==> src/rtl/des_pkg.sv <==
// Shared types and constants for the DES round controller.
// Holds the FSM state encoding and the per-round key-schedule rotate amounts.
package des_pkg;

  localparam int unsigned ROUNDS = 16;

  typedef enum logic [2:0] {
    ST_IDLE,
    ST_LOAD,
    ST_ROUND,
    ST_FINAL,
    ST_DONE
  } state_e;

  // Encrypt rotates C/D left; decrypt rotates right starting from the
  // already-rotated key, so its first round needs no shift.
  localparam logic [1:0] ENC_SHIFT [ROUNDS] = '{
    2'd1, 2'd1, 2'd2, 2'd2, 2'd2, 2'd2, 2'd2, 2'd2,
    2'd1, 2'd2, 2'd2, 2'd2, 2'd2, 2'd2, 2'd2, 2'd1
  };

  localparam logic [1:0] DEC_SHIFT [ROUNDS] = '{
    2'd0, 2'd1, 2'd2, 2'd2, 2'd2, 2'd2, 2'd2, 2'd2,
    2'd1, 2'd2, 2'd2, 2'd2, 2'd2, 2'd2, 2'd2, 2'd1
  };

  function automatic logic [1:0] shift_amount(input logic [3:0] idx, input logic dec);
    return dec ? DEC_SHIFT[idx] : ENC_SHIFT[idx];
  endfunction

endpackage

==> src/rtl/des_key_shift_rom.sv <==
// Combinational key-schedule lookup: round index and mode to rotate amount/direction.
module des_key_shift_rom
  import des_pkg::*;
(
  input  logic [3:0] round_idx_i,
  input  logic       decrypt_i,
  output logic [1:0] key_shift_o,
  output logic       key_dir_o
);

  always_comb begin
    key_shift_o = shift_amount(round_idx_i, decrypt_i);
    key_dir_o   = decrypt_i;
  end

endmodule

==> src/rtl/des_round_controller.sv <==
// Sequencing FSM for an iterative DES core: load, 16 rounds, final permutation, result handshake.
// Drives enables for the external permutation/round datapath only.
module des_round_controller
  import des_pkg::*;
#(
  parameter int unsigned FP_STAGES = 1
) (
  input  logic       clk,
  input  logic       rst,
  input  logic       in_valid,
  input  logic       in_decrypt,
  output logic       in_ready,
  input  logic       abort,
  output logic       load_en,
  output logic       round_en,
  output logic [3:0] round_idx,
  output logic       key_dir,
  output logic [1:0] key_shift,
  output logic       last_round,
  output logic       fp_capture,
  output logic       out_valid,
  input  logic       out_ready,
  output logic       out_decrypt,
  output logic       busy
);

  localparam logic [3:0] LAST_IDX = 4'(ROUNDS - 1);
  localparam logic       FP_LAST  = 1'(FP_STAGES - 1);

  state_e     state_q, state_d;
  logic [3:0] cnt_q, cnt_d;
  logic       mode_q, mode_d;
  logic       fp_cnt_q, fp_cnt_d;

  logic [1:0] rom_shift;
  logic       rom_dir;

  des_key_shift_rom u_rom (
    .round_idx_i (cnt_q),
    .decrypt_i   (mode_q),
    .key_shift_o (rom_shift),
    .key_dir_o   (rom_dir)
  );

  always_ff @(posedge clk) begin
    if (rst) begin
      state_q  <= ST_IDLE;
      cnt_q    <= '0;
      mode_q   <= 1'b0;
      fp_cnt_q <= 1'b0;
    end else begin
      state_q  <= state_d;
      cnt_q    <= cnt_d;
      mode_q   <= mode_d;
      fp_cnt_q <= fp_cnt_d;
    end
  end

  always_comb begin
    state_d     = state_q;
    cnt_d       = cnt_q;
    mode_d      = mode_q;
    fp_cnt_d    = fp_cnt_q;
    in_ready    = 1'b0;
    load_en     = 1'b0;
    round_en    = 1'b0;
    fp_capture  = 1'b0;
    out_valid   = 1'b0;
    out_decrypt = 1'b0;

    unique case (state_q)
      ST_IDLE: begin
        in_ready = 1'b1;
        if (in_valid) begin
          state_d = ST_LOAD;
          mode_d  = in_decrypt;
        end
      end
      ST_LOAD: begin
        load_en = 1'b1;
        cnt_d   = '0;
        state_d = ST_ROUND;
      end
      ST_ROUND: begin
        round_en = 1'b1;
        cnt_d    = cnt_q + 4'd1;
        if (cnt_q == LAST_IDX) begin
          state_d  = ST_FINAL;
          fp_cnt_d = 1'b0;
        end
      end
      ST_FINAL: begin
        if (fp_cnt_q == FP_LAST) begin
          fp_capture = 1'b1;
          fp_cnt_d   = 1'b0;
          state_d    = ST_DONE;
        end else begin
          fp_cnt_d = fp_cnt_q + 1'b1;
        end
      end
      ST_DONE: begin
        out_valid   = 1'b1;
        out_decrypt = mode_q;
        in_ready    = out_ready;
        // Retire and accept in the same cycle so back-to-back blocks skip IDLE.
        if (out_ready) begin
          if (in_valid) begin
            state_d = ST_LOAD;
            mode_d  = in_decrypt;
          end else begin
            state_d = ST_IDLE;
          end
        end
      end
      default: state_d = ST_IDLE;
    endcase

    if (abort) begin
      in_ready = 1'b0;
      state_d  = ST_IDLE;
      cnt_d    = '0;
      mode_d   = 1'b0;
      fp_cnt_d = 1'b0;
    end
  end

  always_comb begin
    round_idx  = round_en ? cnt_q : 4'd0;
    key_shift  = round_en ? rom_shift : 2'd0;
    key_dir    = round_en ? rom_dir : 1'b0;
    last_round = round_en && (cnt_q == LAST_IDX);
    busy       = (state_q != ST_IDLE);
  end

endmodule

==> config.mk <==
export PLATFORM = sky130hd
export DESIGN_NAME = des_round_controller
export DESIGN_NICKNAME = d
export VERILOG_FILES = /design/src/rtl/des_pkg.sv /design/src/rtl/des_key_shift_rom.sv /design/src/rtl/des_round_controller.sv
export SDC_FILE = /design/constraint.sdc
export NUM_CORES = 1
export LEC_CHECK = 0
export CAP_MARGIN = 25
export CORE_UTILIZATION = 38
export DETAILED_ROUTE_END_ITERATION = 8
export PLACE_DENSITY = 0.8
export REMOVE_ABC_BUFFERS = 1
export SYNTH_ARGS = -nofsm -noshare
export SYNTH_HDL_FRONTEND = slang
export SYNTH_HIERARCHICAL = 1
export SYNTH_SLANG_ARGS = --single-unit
==> constraint.sdc <==
create_clock -name clk -period 3.27 [get_ports clk]
set_input_delay 0.981 -clock clk [delete_from_list [all_inputs] [get_ports clk]]
set_output_delay 0.981 -clock clk [all_outputs]
set_load 0.05 [all_outputs]
---- Word level (Yosys, flattened, before mapping) ----
Memories as Yosys holds them, arrays and structs flattened.
Cells that the tools add are included.
word-level totals
  logic and storage cells ................. 58
  bits of input ports ..................... 6
  memory bits (read-only) ................. 64
  memory bits (writable) .................. 0
  latch bits .............................. 0
  memories ................................ 2
  bits in registers ....................... 9
cells by class
  div/mod/pow operators ................... 0
  muxes and demuxes ....................... 29
  order comparisons ....................... 1
  multipliers ............................. 0
  equal/unequal tests ..................... 9
  reduce and logical (&&, ||, !) cells .... 10
  shifts and indexed selects .............. 0
  bitwise logic cells ..................... 1
  add/subtract/negate cells ............... 2
memory list
  memory           words  bits a word  rd ports  clocked after Yosys merged registers in  write ports  line           text
  (no name shown)  16     2            1         0                                        0            des_pkg.sv:28  return dec ? DEC_SHIFT[idx] : ENC_SHIFT[idx];
  (no name shown)  16     2            1         0                                        0            des_pkg.sv:28
operators by type and width
  kind                   number
  $pmux W3 S5            1
  $mux W1                13
  $mux W2                6
  $mux W3                4
  $ne A2 B2 Y1 const B   4
  $pmux W4 S2            1
  $eq A3 B2 Y1 const B   2
  $pmux W1 S2            3
  $reduce_bool A2 Y1     3
  $ge A5 B5 Y1 const B   1
  $not A4 Y5             1
  $add A4 B1 Y4 const B  1
  $eq A4 B4 Y1 const B   1
  $mux W4                1
  $reduce_and A2 Y1      2
  $reduce_and A4 Y1      1
  $eq A3 B1 Y1 const B   1
  $eq A3 B3 Y1 const B   1
  $logic_not A3 Y1       1
  $reduce_bool A3 Y1     1
  $reduce_or A2 Y1       1
  $add A1 B1 Y1 const B  1
  $logic_and A1 B1 Y1    1

---- Logic depth before layout (Yosys ltp) ----
Gate-level depths: netlist of run 1.
  word-level depth ........................ 6
  depth in mapped cells ................... 4

---- Modules after synthesis ----
Netlist of run 1, hierarchy kept.
by module, submodules not included
  module                cells an instance  area an instance (µm²)  instances
  des_round_controller  59                 496.7                   1
  des_key_shift_rom     10                 55.1                    1

---- Worst setup path before layout of run 1 ----
No wires, ideal clock.
  path kind ............................... input to output
  from .................................... in out_ready
  to ...................................... out in_ready
  buffers on the path ..................... 0
  setup slack ............................. 0.504 ns
  arrival time ............................ 1.785 ns
  stages .................................. 3
  path through ............................ nand2b_1 > nand2_1 > nor2_1
between the ends
  cells in the longest elaborated chain, start to end .. 2
ends and longest elaborated chain
  element      line                         text
  from (decl)  des_round_controller.sv:22   input logic out_ready,
  $pmux W1 S2  des_round_controller.sv:71   unique case (state_q)
  $mux W1      des_round_controller.sv:118  if (abort) begin
  to (decl)    des_round_controller.sv:12   output logic in_ready,
Every way passes these cells.

---- Worst setup path after layout of run 1 ----
  from .................................... reg state_q[2]
  to ...................................... out key_dir
between the ends
  cells in the longest elaborated chain, start to end .. 3
ends and longest elaborated chain
  element                 line                         text
  from (decl)             des_round_controller.sv:30   state_e state_q, state_d;
  from (signal assigned)  des_round_controller.sv:52   state_q <= state_d;
  $eq A3 B2 Y1            des_round_controller.sv:71
  $mux W1                 des_round_controller.sv:71
  $mux W1                 des_round_controller.sv:130  key_dir = round_en ? rom_dir : 1'b0;
  to (decl)               des_round_controller.sv:17   output logic key_dir,
Every way passes these cells.

==> run_results.csv, run 1 <==
group,metric,value,unit
synth,yosys_warnings,6,
sta,fin_crit_sh,0.933,
floorplanning,rows,13,
placement,gp_congestion,0.828,
clock_tree,cts-hold-fix-buffers,0,
critical_path,critical_path.cell_chain,"nor3b_4 -> and2_1 -> clkdlybuf4s50_1",
clock_tree,clockBufferDepth,2,
floorplanning,fp.dieArea,0.00161,mm²
finish,n_antenna_cell,0,
power_and_ir_drop,peakVddDrop,0.304,mV
critical_path,reg2regPathDepth,4,
min_path,hp-start,"mode_q$_SDFFE_PP0P_",
critical_path,cp_slowest_cell,"clkdlybuf4s50_1",
finish,finalNonFillerCells,104,
global_route,grt_pass1_vias,450,
sta,hold_viol_final,0,
job,max_cap_viol_count,0,
sta,tns,0,ns
power_and_ir_drop,p_leak,0.305,nW
route,dr.pass1.iters,4,
placement,pre_cts_ws,0.284,ns
min_path,hp-class,"reg2reg",
critical_path,max_stage_delay,0.79,ns
placement,postPlaceCellArea,762,µm²
placement,dp.cells,101,
finish,syn_to_final_growth,42.2,%
clock_tree,cts_buffers,3,
synth,avgSynthCellArea,8.00,µm²
global_route,grtUsageTotal,0.198,
floorplanning,die_w,40.1,µm
sta,fin_crit,3.05,ns
min_path,holdPathEnd,"mode_q$_SDFFE_PP0P_",
global_route,grt_max_degree,12,
finish,layout-drive-gt1-share,0.101,
synth,synth_area,552,µm²
clock_tree,clk_pin_slew,0.05,ns
route,wl_per_cell,12.2,µm
synth,ys_types,34,
floorplanning,core,0.00133,mm²
critical_path,arrival,2.07,ns
clock_tree,clock-root-buffer,"clkbuf_4",
clock_tree,clk_latency,0.25,ns
route,vias,530,
sta,setup_viol,0,
critical_path,path_buf_inv,1,
clock_tree,cts.repair.resized,0,
sta,rsz0062_at_grt,"no",
critical_path,r2r_setup_slack,1.67,ns
global_route,antenna_found_initial,0,
floorplanning,start_util,0.414,
sta,fin_skew,0.00112,ns
sta,tightest_slew,0.504,ns
placement,dp_hpwl,931,µm
critical_path,path_delay_family,"buffers and inverters",
critical_path,start_kind,"flop",
synth,seq_area_frac_synth,0.290,
finish,design_area,785,µm²
critical_path,worst-setup-path-type,"reg2out",
route,vias_per_cell,5.10,
synth,ys_ff_latch,8,
sta,slew_headroom,0.663,
floorplanning,fp.dieH,40.1,µm
critical_path,r2r-end,"cnt_q[3]$_SDFFE_PP0P_",
clock_tree,cts.sinks,8,
route,drcViolationCount,0,
run_status,status,"finished clean",
route,drt_iter0_markers,13,
global_route,grt.overflow.total,0,
clock_tree,tritoncts,"done",
clock_tree,cts_setup_buffers,0,
sta,slew_violations,0,
critical_path,cp-end-kind,"output pin",
sta,clock.fmax,328,MHz
critical_path,path_max_fanout,11,
critical_path,required,2.29,ns
global_route,grt_pass1_wl,2.10,mm
placement,port_buffers,20,
route,drt-total-wl,1.27,mm
sta,timing.hold.ws,0.497,ns
min_path,hold_depth,2,
clock_tree,htreeDepth,1,
critical_path,r2r_start,"state_q[2]$_SDFFE_PP0P_",
synth,synthCells,69,
sta,worst_slack,0.218,ns
finish,num-nets-final,98,
floorplanning,io_pins,21,
route,ant_nets,0,
power_and_ir_drop,p_per_area,275,mW/mm²
-- routing by layer --
| layer | track usage | wire (µm) | part of all wire | vias up |
|---|---|---|---|---|
| met4 | 0.0259 | 0 | 0 | 0 |
| met5 | 0 | 0 | 0 | - |
| met3 | 0.0833 | 67 | 0.053 | 0 |
| li1 | - | - | - | 279 |
| met1 | 0.280 | 598 | 0.47 | 237 |
| met2 | 0.282 | 606 | 0.48 | 14 |
-- flip-flops by register name, indices dropped and copies added, names as in the netlist --
name and cells:
mode_q 1, state_q 3, cnt_q 4
-- stage by stage --
stage | power [mW] | utilization
4_1_cts | 0.219 | 0.588
3_3_place_gp | 0.141 | 0.571
5_1_grt | 0.226 | 0.588
3_5_place_dp | 0.142 | 0.571
2_1_floorplan | 0.124 | -
6_report | 0.216 | 0.588
-- kinds of logic (layout without fill, tap and decap cells) --
kind of cell	Yosys count	in the layout	synth area share
AO/OA/AOI/OAI	11	11	0.127
XOR/XNOR	1	1	0.0159
adder cells (fa/ha/maj)	1	1	0.0227
buffers and inverters	8	28	0.0703
flip-flops	8	8	0.290
multiplexers	3	3	0.0567
AND/OR/NAND/NOR	37	37	0.417
-- worst register-to-register path, cell delays in order, from the launching register on --
cell and delay, ns:
dfxtp_1 0.44, nor3b_4 0.41, buf_4 0.21, nand4_1 0.11, mux2_1 0.32
-- synth_stat cells --
cell type / number / area [µm²]
clkbuf_1: 1 / 3.75
and4_4: 1 / 11.3
and3_1: 1 / 6.26
xnor2_1: 1 / 8.76
dfxtp_1: 8 / 160
nor3_1: 1 / 5.00
nor2b_1: 1 / 6.26
nor3b_4: 1 / 18.8
mux2_1: 1 / 11.3
a21boi_0: 1 / 7.51
nor3b_1: 1 / 7.51
a311oi_1: 2 / 17.5
a21o_1: 1 / 7.51
nand3_1: 2 / 10.0
ha_1: 1 / 12.5
buf_4: 2 / 15.0
mux2i_1: 2 / 20.0
nor3b_2: 1 / 12.5
a31oi_1: 2 / 12.5
o21ai_0: 1 / 5.00
nand2b_1: 2 / 12.5
nand2_1: 5 / 18.8
or3_1: 1 / 6.26
buf_2: 1 / 5.00
and4_1: 1 / 8.76
or2_1: 2 / 12.5
a21oi_1: 2 / 10.0
nand4_1: 1 / 6.26
nor4_1: 1 / 6.26
and2_1: 8 / 50.1
o21ai_1: 2 / 10.0
inv_1: 4 / 15.0
and3b_1: 1 / 8.76
nor2_1: 6 / 22.5
-- placed cells by master (no fill, tap or decap), types with 3 or more instances in the layout --
master / instances
nand2_1: 5
clkbuf_4: 3
dfxtp_1: 8
clkdlybuf4s50_1: 18
and2_1: 8
nor2_1: 6
inv_1: 4
-- worst max-delay path by stage --
stage | start | endpoint | slack, ns | cells past startpoint
3_5_place_dp | out_ready | in_ready | 0.28 | 5
2_1_floorplan | out_ready | in_ready | 0.50 | 3
6_report | state_q[2]$_SDFFE_PP0P_ | key_dir | 0.22 | 3
4_1_cts | state_q[2]$_SDFFE_PP0P_ | key_dir | 0.20 | 3
5_1_grt | state_q[2]$_SDFFE_PP0P_ | round_idx[3] | 0.08 | 3
3_3_place_gp | out_ready | in_ready | 0.29 | 5
-- area by class of cell --
class                   instances  area [µm²]
clock buffers                   3        22.5
fillers                       131         549
inverters                       4        15.0
multi-input cells              53         353
flip-flops and latches          8         160
well taps                      15        18.8
repair buffers                 21         215
-- where the power goes --
group,total (mW),internal [mW],switching [mW],leakage (nW)
clock network,0.0759,0.0420,0.0338,0.0138
logic,0.0389,0.0176,0.0214,0.227
registers,0.101,0.0989,0.00205,0.0647
(Power assumes the default switching activity.)
==> inputs of run 2 (changes only) <==
Settings changed: SKIP_CTS_REPAIR_TIMING set to 1, SLEW_MARGIN set to 20.
==> results of run 2 <==
The final DEF is identical to that of run 1; final timing and power are the same.
